===== src/rtl/pipelined_datapath.sv =====
// rtl/pipelined_datapath.sv - two-stage execute/writeback datapath with forwarding, register file and data memory
module pipelined_datapath #(
    parameter int DATA_W = 16,
    parameter int RF_AW  = 4,
    parameter int DM_AW  = 8
) (
    input  logic              Clock,
    input  logic              Reset_n,
    input  logic              In_valid,
    output logic              In_ready,
    input  logic [RF_AW-1:0]  RF_Ra_Addr,
    input  logic [RF_AW-1:0]  RF_Rb_Addr,
    input  logic [RF_AW-1:0]  RF_W_Addr,
    input  logic              RF_W_en,
    input  logic [2:0]        ALU_s,
    input  logic [1:0]        WB_s,
    input  logic              D_Wr,
    input  logic [DM_AW-1:0]  D_Addr,
    input  logic [DATA_W-1:0] Imm,
    output logic [DATA_W-1:0] ALU_inA,
    output logic [DATA_W-1:0] ALU_inB,
    output logic [DATA_W-1:0] ALU_out,
    output logic              Out_valid,
    input  logic              Out_ready,
    output logic [DATA_W-1:0] WB_data,
    output logic              Zero,
    output logic              Carry
);
    localparam int RF_DEPTH = 2 ** RF_AW;
    localparam int DM_DEPTH = 2 ** DM_AW;

    logic [DATA_W-1:0] rf_q [RF_DEPTH];
    logic [DATA_W-1:0] rf_d [RF_DEPTH];
    logic [DATA_W-1:0] dm_q [DM_DEPTH];

    logic              out_valid_q, out_valid_d;
    logic [DATA_W-1:0] alu_q, alu_d;
    logic [DATA_W-1:0] imm_q, imm_d;
    logic [DATA_W-1:0] rd_q, rd_d;
    logic [1:0]        wb_s_q, wb_s_d;
    logic              we_q, we_d;
    logic [RF_AW-1:0]  waddr_q, waddr_d;
    logic              zero_q, zero_d;
    logic              carry_q, carry_d;

    logic              accept;
    logic              rf_we;
    logic              alu_c;
    logic [DATA_W:0]   sum;

    assign In_ready  = !out_valid_q || Out_ready;
    assign accept    = In_valid && In_ready;
    assign rf_we     = out_valid_q && Out_ready && we_q;
    assign Out_valid = out_valid_q;
    assign Zero      = zero_q;
    assign Carry     = carry_q;

    // The writeback-stage value is visible only while Out_valid is set.
    always_comb begin
        ALU_inA = rf_q[RF_Ra_Addr];
        ALU_inB = rf_q[RF_Rb_Addr];
        if (out_valid_q && we_q && (waddr_q == RF_Ra_Addr)) ALU_inA = WB_data;
        if (out_valid_q && we_q && (waddr_q == RF_Rb_Addr)) ALU_inB = WB_data;
    end

    always_comb begin
        sum     = '0;
        ALU_out = '0;
        alu_c   = 1'b0;
        case (ALU_s)
            3'b000: begin
                sum     = {1'b0, ALU_inA} + {1'b0, ALU_inB};
                ALU_out = sum[DATA_W-1:0];
                alu_c   = sum[DATA_W];
            end
            3'b001: begin
                ALU_out = ALU_inA - ALU_inB;
                alu_c   = ALU_inA < ALU_inB;
            end
            3'b010: ALU_out = ALU_inA & ALU_inB;
            3'b011: ALU_out = ALU_inA | ALU_inB;
            3'b100: ALU_out = ALU_inA ^ ALU_inB;
            3'b101: ALU_out = ~ALU_inA;
            3'b110: begin
                ALU_out = {ALU_inA[DATA_W-2:0], 1'b0};
                alu_c   = ALU_inA[DATA_W-1];
            end
            default: begin
                ALU_out = {1'b0, ALU_inA[DATA_W-1:1]};
                alu_c   = ALU_inA[0];
            end
        endcase
    end

    always_comb begin
        case (wb_s_q)
            2'b01:   WB_data = rd_q;
            2'b10:   WB_data = imm_q;
            default: WB_data = alu_q;
        endcase
    end

    always_comb begin
        out_valid_d = out_valid_q;
        alu_d       = alu_q;
        imm_d       = imm_q;
        rd_d        = rd_q;
        wb_s_d      = wb_s_q;
        we_d        = we_q;
        waddr_d     = waddr_q;
        zero_d      = zero_q;
        carry_d     = carry_q;
        if (accept) begin
            out_valid_d = 1'b1;
            alu_d       = ALU_out;
            imm_d       = Imm;
            rd_d        = dm_q[D_Addr];
            wb_s_d      = WB_s;
            we_d        = RF_W_en;
            waddr_d     = RF_W_Addr;
            zero_d      = (ALU_out == '0);
            carry_d     = alu_c;
        end else if (Out_ready) begin
            out_valid_d = 1'b0;
        end
    end

    always_comb begin
        rf_d = rf_q;
        if (rf_we) rf_d[waddr_q] = WB_data;
    end

    always_ff @(posedge Clock or negedge Reset_n) begin
        if (!Reset_n) begin
            out_valid_q <= 1'b0;
            alu_q       <= '0;
            imm_q       <= '0;
            rd_q        <= '0;
            wb_s_q      <= '0;
            we_q        <= 1'b0;
            waddr_q     <= '0;
            zero_q      <= 1'b0;
            carry_q     <= 1'b0;
            for (int i = 0; i < RF_DEPTH; i++) rf_q[i] <= '0;
        end else begin
            out_valid_q <= out_valid_d;
            alu_q       <= alu_d;
            imm_q       <= imm_d;
            rd_q        <= rd_d;
            wb_s_q      <= wb_s_d;
            we_q        <= we_d;
            waddr_q     <= waddr_d;
            zero_q      <= zero_d;
            carry_q     <= carry_d;
            rf_q        <= rf_d;
        end
    end

    // Memory array is intentionally not reset; the read port above sees the pre-write word.
    always_ff @(posedge Clock) begin
        if (accept && D_Wr) dm_q[D_Addr] <= ALU_inA;
    end
endmodule

===== config.mk =====
export PLATFORM = sky130hd
export DESIGN_NAME = pipelined_datapath
export DESIGN_NICKNAME = d
export VERILOG_FILES = /design/src/rtl/pipelined_datapath.sv
export SDC_FILE = /design/constraint.sdc
export NUM_CORES = 2
export LEC_CHECK = 0
export BUFFER_PORTS_ARGS = -buffer_cell sky130_fd_sc_hd__buf_2
export CAP_MARGIN = 20
export CORE_MARGIN = 3
export CORE_UTILIZATION = 45
export DETAILED_ROUTE_END_ITERATION = 10
export PLACE_DENSITY = 0.65
export SYNTH_ARGS = -nofsm -noshare
export SYNTH_HDL_FRONTEND = slang
export SYNTH_SLANG_ARGS = --single-unit
export TNS_END_PERCENT = 100

===== constraint.sdc =====
create_clock -name Clock -period 46.4 [get_ports Clock]
set_input_delay 2.32 -clock Clock [delete_from_list [all_inputs] [get_ports Clock]]
set_output_delay 2.32 -clock Clock [all_outputs]
set_load 0.1 [all_outputs]

# ---- Word-level counts from Yosys, hierarchy flattened
# Memory sizes are Yosys's and may differ from the RTL's. A register that Yosys moved wholly into a read port is not among the register bits.
# Cells that the tools add are included.
dict set report classes {
  n_mux 18
  bitwise 7
  n_lt_le_gt_ge 5
  n_addsub 2
  reduce_logical 15
  n_eq_ne 10
}
# cell count
set op_table {}
lappend op_table {{bitwise mux 256 bit} 1}
lappend op_table {{binary-select mux 16 bit (select 4 bit)} 2}
lappend op_table {{two-way mux 16 bit} 7}
lappend op_table {{case mux 16 bit (7 select lines)} 1}
lappend op_table {{demux 16 bit (select 4 bit)} 1}
lappend op_table {{case mux 16 bit (2 select lines)} 1}
lappend op_table {{adder 16 x 16 -> 17 bit} 1}
lappend op_table {{AND 16 bit} 1}
lappend op_table {{zero test 16 bit} 1}
lappend op_table {{less-than comparator 16 bit} 1}
lappend op_table {{NOT 16 bit} 1}
lappend op_table {{bitwise OR 16 bit} 1}
lappend op_table {{subtractor 16 bit} 1}
lappend op_table {{XOR 16 bit} 1}
lappend op_table {{greater-or-equal comparator 5 bit (second input constant)} 3}
lappend op_table {{NOT 4 -> 5 bit} 3}
lappend op_table {{equality test 3 bit (second input constant)} 3}
lappend op_table {{equality test 4 bit} 2}
lappend op_table {{logical AND 1 bit} 8}
lappend op_table {{equality test 3 x 2 -> 1 bit (second input constant)} 2}
lappend op_table {{less-than comparator 5 x 1 -> 1 bit (second input constant)} 1}
lappend op_table {{two-way mux 1 bit} 4}
lappend op_table {{case mux 1 bit (4 select lines)} 1}
lappend op_table {{OR reduction 4 bit} 1}
lappend op_table {{7 further kinds} 8}
dict set report word_totals {
  input_bits 47
  mem_count 1
  regBits 298
  word_cells 82
  out_inout_bits 68
  ramBits 4096
}
# memory words width rd rd_ports_with_merged_regs write_ports line_no
set mem_list {}
lappend mem_list {dm_q 256 16 1 1 1 34} ;# logic [DATA_W-1:0] dm_q [DM_DEPTH];

# ---- Longest topological paths before layout
dict set report depth {
  word_depth 8
  depth_mapped 21
}

# ---- Least setup slack after synthesis
# No wires, ideal clock.
dict set report synth_path {
  kind {input to output}
  start {in RF_Ra_Addr[3]}
  end {out ALU_out[7]}
  setup_slack_ps 24290
  path_stages 14
  path_buffers 3
  arrival_time_ps 19790
  cell_sequence {clkbuf_1 -> xnor2_1 -> and3_1 -> clkbuf_1 -> nand2_1 -> buf_2 -> o21ai_0 -> ha_1 -> nor2_1 -> o31ai_1 -> nand2_1 -> mux2i_1 -> a31o_2 -> a32oi_1}
}
dict set report synth_via {
  elab_chain_len 7
  elab_cells_between_ends 14
  cone_classes {2 x add/sub; 1 x eq/ne; 5 x mux; 5 x bitwise; 1 x reduce/logical}
}
# item line_no
set synth_lines {}
lappend synth_lines {{from (decl)} 11} ;# input logic [RF_AW-1:0] RF_Ra_Addr,
lappend synth_lines {{NOT 4 -> 5 bit (not written as such)} 60} ;# ALU_inA = rf_q[RF_Ra_Addr];
lappend synth_lines {{binary-select mux 16 bit (select 4 bit)} 60}
lappend synth_lines {{two-way mux 16 bit (not written as such) (2 in a row)} 60}
lappend synth_lines {{two-way mux 16 bit *} 62} ;# if (out_valid_q && we_q && (waddr_q == RF_Ra_Addr)) ALU_inA = WB_data;
lappend synth_lines {{via ALU_inA[4]} 20} ;# output logic [DATA_W-1:0] ALU_inA,
lappend synth_lines {{subtractor 16 bit or adder 16 x 16 -> 17 bit (tied branches)} {77, 72}}
lappend synth_lines {{case mux 16 bit (7 select lines) *} 70} ;# case (ALU_s)
lappend synth_lines {{to (decl)} 22} ;# output logic [DATA_W-1:0] ALU_out,
# The timed path passes the listed nets; every way through them passes the cells marked *. The select of a mux whose other input is x is not followed.

# ---- Worst setup path after layout
dict set report layout_path {
  start {in RF_Ra_Addr[0]}
  end {out ALU_out[14]}
}
dict set report layout_via {
  elab_chain_len 7
  elab_cells_between_ends 14
  cone_classes {2 x add/sub; 1 x eq/ne; 5 x mux; 5 x bitwise; 1 x reduce/logical}
}
# item line_no
set layout_lines {}
lappend layout_lines {{NOT 4 -> 5 bit (not written as such)} 60}
lappend layout_lines {{binary-select mux 16 bit (select 4 bit)} 60}
lappend layout_lines {{two-way mux 16 bit (not written as such) (2 in a row)} 60}
lappend layout_lines {{two-way mux 16 bit *} 62}
lappend layout_lines {{subtractor 16 bit (tied with other cells)} 77} ;# ALU_out = ALU_inA - ALU_inB;
lappend layout_lines {{case mux 16 bit (7 select lines) *} 70}
# Every way passes the cells marked *; elsewhere a longest branch is shown, timed or not. The select of a mux whose other input is x is not followed.

==> metrics.md <==
| Metric | Value |
|---|---|
| Avg Vias per Cell | 6.24 |
| Critical Path End Type | primary output |
| Clock root buffer | clkbuf_16 |
| Max-slew headroom | 18.9% |
| Reg2reg end | Zero$_DFFE_PN0P_ |
| Syn avg cell area | 21.4 sq um |
| Buf+Inv Stages, Crit Path | 5 |
| Hold depth | 2 |
| Dpl hpwl | 283000 microns |
| CP most frequent cell | buf_4 |
| Fmax | 90.5 MHz |
| Clk pin slew, worst setup/hold paths | 60 ps |
| Nets | 8767 |
| Clock Skews | 47.3 ps |
| Routability cong. | 0.907 |
| Largest family of logic cells by synthesized area | multiplexers |
| Layout area overhead | 13.3% |
| Drt pass-1 iters | 6 |
| Port Buffers | 114 |
| Fraction of layout cells with a size suffix above 1 | 32.2% |
| First-pass GRT wire length | 677000 microns |
| WL final | 476000 microns |
| Kind of critical path | in2out |
| Post-Syn Nets | 8293 |
| Hold/Removal Path Class | reg2reg |
| Post-synth cell types | 69 |
| H-tree lvl count | 5 |
| Cell family with most CP delay | compound AO/OA/AOI/OAI gates |
| Synthesized netlist cell count | 8193 |
| Die width | 630 microns |
| Num CTS Buffers | 434 |
| Commonest cells in the netlist | edfxtp_1 (4096), mux4_2 (1454), nand2_1 (518) |
| Xor/xnor cell area share of the yosys netlist | 0.0948% |
| # IOs | 115 |
| Hold Startpoint | alu_q[0]$_DFFE_PN0P_ |
| Most frequent cell after synthesis | edfxtp_1 |
| Top_reg_cell synth | edfxtp_1 |
| Largest net degree at the start of global routing | 197 |
| Synth Area in Adders | 0.386% |
| Initial Util | 45.3% |
| Worst path cell trace | buf_4 > buf_4 > xnor2_1 > and3_1 > nand2_1 > buf_4 > a21oi_1 > inv_8 > ha_1 > fa_1 > a211oi_1 > o21ai_0 > a31oi_1 > o21ai_0 > a31o_2 > xor2_1 > o211a_1 > buf_2 |
| Max cap viols | 0 |
| Worst setup SP type | input port |
| DR iter-0 viols | 12.0k |
| Setup bufs post-CTS | 0 |
| GRT Resource Usage Total | 23.8% |
| RSZ-0062 raised after global routing | false |
| Reg2Reg Setup Slack | 39660 ps |
| Vias in the first global route | 88.6k |
| P_leak | 65.1 nW |
| Overflow after GRT | 0 |
| Final hold violations | 0 |
| Row count | 228 |
| CP max stage delay | 810 ps |
| Total power | 0.00920 W |
| Peak supply drop | 0.0000339 V |
| Share of the synthesized area in the top cell type | 70.1% |
| Via count | 88.9k |
| Worst path slowest cell | a21oi_1 |
| CTS tree | built |
| DRC errors left | 0 |
| CP Data Required Time | 44080 ps |
| Flop and latch count out of synthesis | 4410 |
| R2R cell count | 18 |
| Ranking of synthesized cells by area | edfxtp_1 (70%), mux4_2 (19%), dfrtp_1 (4.5%) |
| Multi-input gate area | 0.0427 sq mm |
| Post-synthesis compound-gate area fraction | 2.26% |
| Die Height | 630 microns |
| Final TNS setup | 0 ps |
| Fill count | 29.8k |
| Wire per inst | 33.4 microns |
| Pwr Density | 46.3 mW/mm^2 |
| Post-DRT Antenna Nets | 0 |
| Mux cell area share after synthesis | 18.9% |
| Final period util | 23.8% |
| WHS Endpoint | alu_q[0]$_DFFE_PN0P_ |
| Synth warn | 0 |
| Final Critical Period | 11040 ps |
| Final Max Tran Viols | 0 |
| Initial antenna violation count | 30 |
| Clk sink count | 4410 |
| R2r startpoint | wb_s_q[0]$_DFFE_PN0P_ |
| Total die area | 0.397 sq mm |
| Asr flop ratio synth | 7.12% |
| Sequential-to-total area share from yosys stat | 74.6% |
| Core ar. | 0.387 sq mm |
| Post-Syn Area | 0.175 sq mm |
| Yosys top cell by area | edfxtp_1 |
| Final setup fails | 0 |
| Resize count post-CTS | 0 |
| Arrival time worst endpoint | 8720 ps |
| Status | completed |
| Max FO, Critical Path | 99 |
| Clock buffer depth | 4 |
| Worst slew pin tran | 1180 ps |
| Post-synthesis simple-gate area fraction | 2.32% |
| Skew-Pair Late Insertion Delay | 980 ps |
| EDFF count, synth | 4096 |
| Register Area | 0.131 sq mm |
| Number of hold buffers added after CTS | 0 |
power breakdown:
group	internal (W)	switching, W
clock	0.00198	0.00150
sequential	0.00460	0.0000537
combinational	0.000285	0.000782
state kept, by name, indices dropped and copies added (netlist names):
signal	flops
we_q	1
waddr_q	4
rf_q	256
rd_q	16
Zero	1
wb_s_q	2
Out_valid	1
alu_q	16
Carry	1
dm_q	4096
imm_q	16
routing by layer:
metal  routed length [microns]  GRT usage [%]
met5                        13              0
met1                    187000           34.0
met2                    223000           36.8
met4                     18400           8.25
met3                     47600           5.02
tightest hold or removal path, delay by kind of cell (launching register included):
family | cells | cell delay (ps)
and+or+nand+nor | 2 | 110
DFF | 1 | 340
placed cells by master, fill, tap and decap left out, drive strengths merged, types with 13 or more instances in the layout:
cell type and instances:
edfxtp 4096, mux4 1454, buf 551, nand2 518, clkbuf 509, nor2 331
dfrtp 314, o21ai 297, clkinv 218, inv 85, a21oi 76, a22oi 66
ha 51, nand3 48, bufinv 43, o21a 34, mux2i 24, nor3 24
clkinvlp 23, nor2b 21, diode 17, a221oi 17, xnor2 14, mux2 14
a32oi 14, nand4 13
worst max-delay path by stage:
stage,startpoint,end,cells past startpoint
floorplan,RF_Ra_Addr[3],ALU_out[7],14
global placement,RF_Ra_Addr[0],ALU_out[10],17
detailed placement,RF_Ra_Addr[0],ALU_out[14],18
CTS,RF_Ra_Addr[0],ALU_out[14],18
global route,RF_Ra_Addr[0],ALU_out[14],18
finish,RF_Ra_Addr[0],ALU_out[14],18
area by class of cell:
class	instances	area share (%)
Clock buffer	509	5.68
Sequential cell	4410	65.8
Tap cell	5175	3.26
Antenna cell	17	0.0214
Multi-Input combinational cell	3201	21.5
Inverter	69	0.176
Timing Repair Buffer	551	2.19
Clock inverter	300	1.43
logic make-up after synthesis:
group                    count (synthesis)
adder cells (fa/ha/maj)                 53
XOR/XNOR                                19
flip-flops                            4410
AO/OA/AOI/OAI                          634
AND/OR/NAND/NOR                       1003
multiplexers                          1492
buffers and inverters                  582
metrics by stage:
step	instances	setup WS, ps	hold slack, ps	utilization, %	instance area [sq um]
2_1_floorplan	8193	24290	446	-	175000
3_3_place_gp	13400	35320	460	47.6	184000
3_5_place_dp	13400	35380	464	47.7	185000
4_1_cts	14200	35360	479	51.3	199000
5_1_grt	14200	34900	498	51.4	199000
6_report	14200	35360	481	51.4	199000
(Power assumes the default switching activity.)
